## src/rtl/mem_port_arbiter.sv

```systemverilog
// Two-requester (instruction fetch / data) arbiter for a single fixed-latency memory port.
// Round-robin on ties, no preemption, all outputs registered.
module mem_port_arbiter #(
    parameter int unsigned MEM_LAT = 2
) (
    input  logic        clk,
    input  logic        reset,
    input  logic        i_req,
    input  logic [63:0] i_addr,
    output logic [31:0] i_rdata,
    output logic        i_ack,
    input  logic        d_req,
    input  logic        d_we,
    input  logic [63:0] d_addr,
    input  logic [63:0] d_wdata,
    output logic [63:0] d_rdata,
    output logic        d_ack,
    output logic [63:0] mem_addr,
    output logic [63:0] mem_wdata,
    output logic        mem_wr,
    input  logic [63:0] mem_rdata,
    output logic [1:0]  grant,
    output logic [1:0]  state_out,
    output logic [15:0] wait_cnt
);

    typedef enum logic [1:0] {
        StIdle   = 2'd0,
        StAccess = 2'd1,
        StResp   = 2'd2
    } state_e;

    state_e      state_q, state_d;
    logic [2:0]  cnt_q, cnt_d;
    logic        last_was_d_q, last_was_d_d;
    logic        we_q, we_d;
    logic        pick_d;
    logic [1:0]  grant_d;
    logic [63:0] mem_addr_d, mem_wdata_d;
    logic        mem_wr_d;
    logic [31:0] i_rdata_d;
    logic [63:0] d_rdata_d;
    logic        i_ack_d, d_ack_d;
    logic [15:0] wait_cnt_d;

    always_comb begin
        state_d      = state_q;
        cnt_d        = cnt_q;
        last_was_d_d = last_was_d_q;
        we_d         = we_q;
        pick_d       = 1'b0;
        grant_d      = grant;
        mem_addr_d   = mem_addr;
        mem_wdata_d  = mem_wdata;
        mem_wr_d     = 1'b0;
        i_rdata_d    = i_rdata;
        d_rdata_d    = d_rdata;
        i_ack_d      = 1'b0;
        d_ack_d      = 1'b0;
        wait_cnt_d   = wait_cnt;

        unique case (state_q)
            StIdle: begin
                grant_d = 2'b00;
                if (i_req || d_req) begin
                    // D wins when alone, or on a tie when I was served last.
                    pick_d       = d_req && (!i_req || !last_was_d_q);
                    state_d      = StAccess;
                    cnt_d        = 3'd0;
                    last_was_d_d = pick_d;
                    we_d         = pick_d && d_we;
                    grant_d      = pick_d ? 2'b10 : 2'b01;
                    mem_addr_d   = pick_d ? d_addr : i_addr;
                    mem_wdata_d  = pick_d ? d_wdata : 64'h0;
                    mem_wr_d     = pick_d && d_we;
                end
            end
            StAccess: begin
                if (cnt_q == 3'(MEM_LAT - 1)) begin
                    state_d     = StResp;
                    mem_addr_d  = 64'h0;
                    mem_wdata_d = 64'h0;
                    i_ack_d     = grant[0];
                    d_ack_d     = grant[1];
                    if (grant[0]) begin
                        i_rdata_d = mem_addr[2] ? mem_rdata[63:32] : mem_rdata[31:0];
                    end
                    if (grant[1] && !we_q) begin
                        d_rdata_d = mem_rdata;
                    end
                end else begin
                    cnt_d = cnt_q + 3'd1;
                end
            end
            StResp: begin
                state_d = StIdle;
                grant_d = 2'b00;
            end
            default: begin
                state_d = StIdle;
                grant_d = 2'b00;
            end
        endcase

        if (state_q != StIdle && ((grant[0] && d_req) || (grant[1] && i_req))
            && wait_cnt != 16'hFFFF) begin
            wait_cnt_d = wait_cnt + 16'd1;
        end
    end

    always_ff @(posedge clk) begin
        if (!reset) begin
            state_q      <= StIdle;
            cnt_q        <= 3'd0;
            last_was_d_q <= 1'b0;
            we_q         <= 1'b0;
            grant        <= 2'b00;
            state_out    <= 2'd0;
            mem_addr     <= 64'h0;
            mem_wdata    <= 64'h0;
            mem_wr       <= 1'b0;
            i_rdata      <= 32'h0;
            d_rdata      <= 64'h0;
            i_ack        <= 1'b0;
            d_ack        <= 1'b0;
            wait_cnt     <= 16'h0;
        end else begin
            state_q      <= state_d;
            cnt_q        <= cnt_d;
            last_was_d_q <= last_was_d_d;
            we_q         <= we_d;
            grant        <= grant_d;
            state_out    <= state_d;
            mem_addr     <= mem_addr_d;
            mem_wdata    <= mem_wdata_d;
            mem_wr       <= mem_wr_d;
            i_rdata      <= i_rdata_d;
            d_rdata      <= d_rdata_d;
            i_ack        <= i_ack_d;
            d_ack        <= d_ack_d;
            wait_cnt     <= wait_cnt_d;
        end
    end

endmodule
```

## config.mk

```make
export PLATFORM = sky130hd
export DESIGN_NAME = mem_port_arbiter
export DESIGN_NICKNAME = d
export VERILOG_FILES = /design/src/rtl/mem_port_arbiter.sv
export SDC_FILE = /design/constraint.sdc
export NUM_CORES = 1
export LEC_CHECK = 0
export CAP_MARGIN = 20
export CELL_PAD_IN_SITES_DETAIL_PLACEMENT = 0
export CELL_PAD_IN_SITES_GLOBAL_PLACEMENT = 1
export CORE_ASPECT_RATIO = 0.5
export CORE_MARGIN = 3
export CORE_UTILIZATION = 29
export CTS_CLUSTER_SIZE = 20
export DETAILED_ROUTE_END_ITERATION = 8
export PLACE_DENSITY_LB_ADDON = 0.1
export SLEW_MARGIN = 40
export SYNTH_ARGS = -nofsm -noshare
export SYNTH_HDL_FRONTEND = slang
export SYNTH_SLANG_ARGS = --single-unit
```

## constraint.sdc

```tcl
create_clock -name clk -period 2.1 [get_ports clk]
set_clock_uncertainty 0.2 [all_clocks]
set_input_delay 0.42 -clock clk [delete_from_list [all_inputs] [get_ports clk]]
set_output_delay 0.42 -clock clk [all_outputs]
set_load 0.02 [all_outputs]
```

==> key figures <==
Die
  – Cell row count: 47
  – Initial cell density of the core: 30.0%
  – Core outline area: 33700 µm²
  – Number of top-level pins: 508
  – Die area: 37300 µm²
  – Die height: 138 µm
  – Chip Width: 270 µm

Timing
  – Final Hold Fails: 0
  – Final setup vio count: 0
  – Setup repair after global routing missed its margin: false
  – Final-report max-slew violation count: 0
  – Max Clk Rate: 498 MHz
  – Worst-Margin Slew: 665 ps
  – Post-layout worst setup margin: 90.8 ps
  – Fin Hold WS: 245 ps
  – Post-route setup TNS: 0 ps
  – Min Tclk post-route: 2010 ps
  – Final period utilization: 95.7%
  – Slew headroom: 55.7%

Logic synthesis
  – Number of flops mapped to enable cells by yosys: 0
  – Synth Cell Area: 10100 µm²
  – Share of the synthesized area in the top cell type: 49.9%
  – Number of different library cells in the post-synthesis netlist: 47
  – Total of warnings raised by yosys: 0
  – Top cells by area in the synthesized netlist: sky130_fd_sc_hd__dfxtp_1 50%, sky130_fd_sc_hd__nand2_1 7.6%, sky130_fd_sc_hd__mux2_2 7.1%
  – Post-synthesis average cell area: 8.87 µm²
  – Post-synthesis instance total: 1139
  – Syn_nets: 1403
  – Flop and latch count out of synthesis: 252
  – Share of flip-flops with an asynchronous set or reset: 0%
  – Ys flop type: sky130_fd_sc_hd__dfxtp_1
  – Sequential cell area fraction in the yosys report: 49.9%
  – Cell type with the largest total area after synthesis: sky130_fd_sc_hd__dfxtp_1
  – Most numerous cell types in the synthesized netlist: 252 x sky130_fd_sc_hd__dfxtp_1, 204 x sky130_fd_sc_hd__nand2_1, 141 x sky130_fd_sc_hd__a21oi_1
  – Most common cell in the netlist: sky130_fd_sc_hd__dfxtp_1

Final layout
  – Seq. cell area: 5050 µm²
  – Nets@finish: 1885
  – Share of layout cells above drive strength 1: 10.0%
  – Post-layout utilization of the core: 48.5%
  – Synthesis-to-finish area growth: 61.8%
  – Number of fill cells in the layout: 3308
  – Post-route cell area: 16400 µm²
  – Non-filler instance count after layout: 2102
  – Multi-input gate area: 4610 µm²

Route
  – Count of unresolved DRC violations after routing: 0
  – Number of detailed-route iterations in the first pass: 5
  – Total Routed Length: 38800 µm
  – Remaining antenna violation count: 0
  – Routed WL per cell: 18.5 µm
  – DRT iter0 DRCs: 448
  – DR vias: 10000
  – Post-DR vias/cell: 4.78

Clock tree
  – CTS tree: yes
  – Sink Count: 252
  – Number of buffers inserted by hold repair at cts: 0
  – Clk_lat worst skew: 540 ps
  – Clk slew on worst S/H paths: 60 ps
  – Maximum count of clock buffers along a single path: 3
  – Number of levels the H-tree was split into: 1
  – Total clock buffers created by CTS: 25
  – Clk Tree Root Cell: sky130_fd_sc_hd__clkbuf_16
  – Buffers inserted by post-CTS timing repair: 0

Global routing
  – Pin count of the biggest net entering global routing: 65
  – Total global routing overflow: 0
  – All-Layer GR Usage: 19.8%
  – Initial antenna violation count: 1
  – Number of global-route vias before repair: 10100
  – Wire length of the first global-routing pass: 59400 µm

Placement
  – Half-perimeter wire length of the detailed placement result: 28700 µm
  – Instance count after placement with tap cells included: 2059
  – Instance area at placement: 15900 µm²
  – Routability cong.: 0.809
  – Number of I/O port buffers: 507
  – Place WS: -319 ps

Power
  – Total design power: 11.5 mW
  – Worst ir drop on vdd: 0.538 mV
  – Power per Cell Area: 702 nW/µm²
  – Lkg Pwr: 6.99 nW

Worst setup path
  – Slowest cell on the critical path: sky130_fd_sc_hd__dfxtp_1
  – Critical path peak fanout: 8
  – CP Cell Sequence: dlygate4sd2_1
  – Type of destination of the critical path: output port
  – Buffer and inverter count on the worst path: 1
  – Class of the most critical setup path: reg -> out
  – Arrival time of data at the critical path endpoint: 1390 ps
  – Biggest cell delay along the critical path: 460 ps
  – Crit-path leading delay family: flip-flops
  – Required @ worst endpoint: 1480 ps
  – Crit start category: flip-flop

Job
  – Number of maximum-capacitance constraint violations: 0

Hold path
  – Hold crit path type: reg -> reg

Run status
  – Run status: completed
## cells by family after synthesis
family / after synthesis / synth area share (%)
buffers and inverters: 102 / 4.79
XOR/XNOR: 2 / 0.173
AO/OA/AOI/OAI: 254 / 15.3
multiplexers: 101 / 10.8
AND/OR/NAND/NOR: 425 / 18.7
flip-flops: 252 / 49.9
adder cells (fa/ha/maj): 3 / 0.371
## per-layer routing
| layer | GRT usage [%] | part of all wire [%] | routed length, µm | vias to the layer above |
|---|---|---|---|---|
| met5 | 0 | 0 | 0 | - |
| met4 | 5.93 | 3.2 | 1240 | 0 |
| met3 | 4.45 | 4.6 | 1800 | 66 |
| met2 | 37.1 | 52 | 20400 | 247 |
| met1 | 22.4 | 40 | 15400 | 4807 |
| li1 | - | - | - | 4926 |
## timing repair
item,CTS,global route
endpoints found under the setup margin,243,32
cloned,0,0
resized for setup,247,7
## cell usage in the layout, fill, tap and decap left out, drive strengths merged, types with 3 or more instances in the layout
| master | netlist | final |
|---|---|---|
| nor3 | 5 | 5 |
| nand3 | 69 | 69 |
| ha | 3 | 3 |
| clkinv | 0 | 4 |
| dfxtp | 252 | 252 |
| clkbuf | 41 | 36 |
| dlygate4sd2 | 0 | 241 |
| mux2i | 37 | 37 |
| a211oi | 33 | 33 |
| inv | 5 | 7 |
| and2 | 3 | 3 |
| o31ai | 5 | 5 |
| nand4 | 5 | 5 |
| mux2 | 64 | 64 |
| a31oi | 3 | 3 |
| buf | 56 | 45 |
| dlymetal6s2s | 0 | 4 |
| a22oi | 65 | 65 |
| and4 | 3 | 3 |
| and3 | 8 | 8 |
| clkdlybuf4s50 | 0 | 260 |
| o21ai | 4 | 4 |
| nand2b | 4 | 4 |
| a21oi | 141 | 141 |
| nor2 | 103 | 103 |
| nand2 | 204 | 204 |
| nor4 | 4 | 4 |
| or4 | 5 | 5 |
## power breakdown
| group | switching (mW) | internal (mW) |
|---|---|---|
| logic | 1.08 | 1.07 |
| registers | 0.105 | 4.98 |
| clock network | 1.92 | 2.33 |
| total | 3.10 | 8.38 |
## tightest hold or removal path: cells and delay by family (launching register included)
family	cells	cell delay, ps
compound gates	1	50
flops	1	310
simple gates	1	50
## state kept, by name (all words and copies together), names as in the netlist, 2 cells and up
register,cells
mem_addr,64
d_rdata,64
cnt_q,3
state_q,2
grant,2
i_rdata,32
wait_cnt,16
mem_wdata,64
## worst paths after layout
kind / slack (ps) / depth (start not counted) / end / startpoint
max: 90 / 1 / wait_cnt[8] / wait_cnt[8]
min reg2reg: 240 / 2 / mem_addr[22] / mem_addr[22]
max reg2reg: 120 / 7 / wait_cnt[3] / wait_cnt[0]
min: 240 / 2 / mem_addr[22] / mem_addr[22]
## area by class of cell
type / count / share of cell area (%)
Antenna cell: 1 / 0.0153
Clock buffer: 36 / 4.32
Clock inverter: 6 / 0.229
Inverter: 5 / 0.145
Multi-Input combinational cell: 785 / 28.2
Sequential cell: 252 / 30.9
Tap cell: 465 / 3.56
Timing Repair Buffer: 552 / 32.7
(Power assumes the default switching activity.)
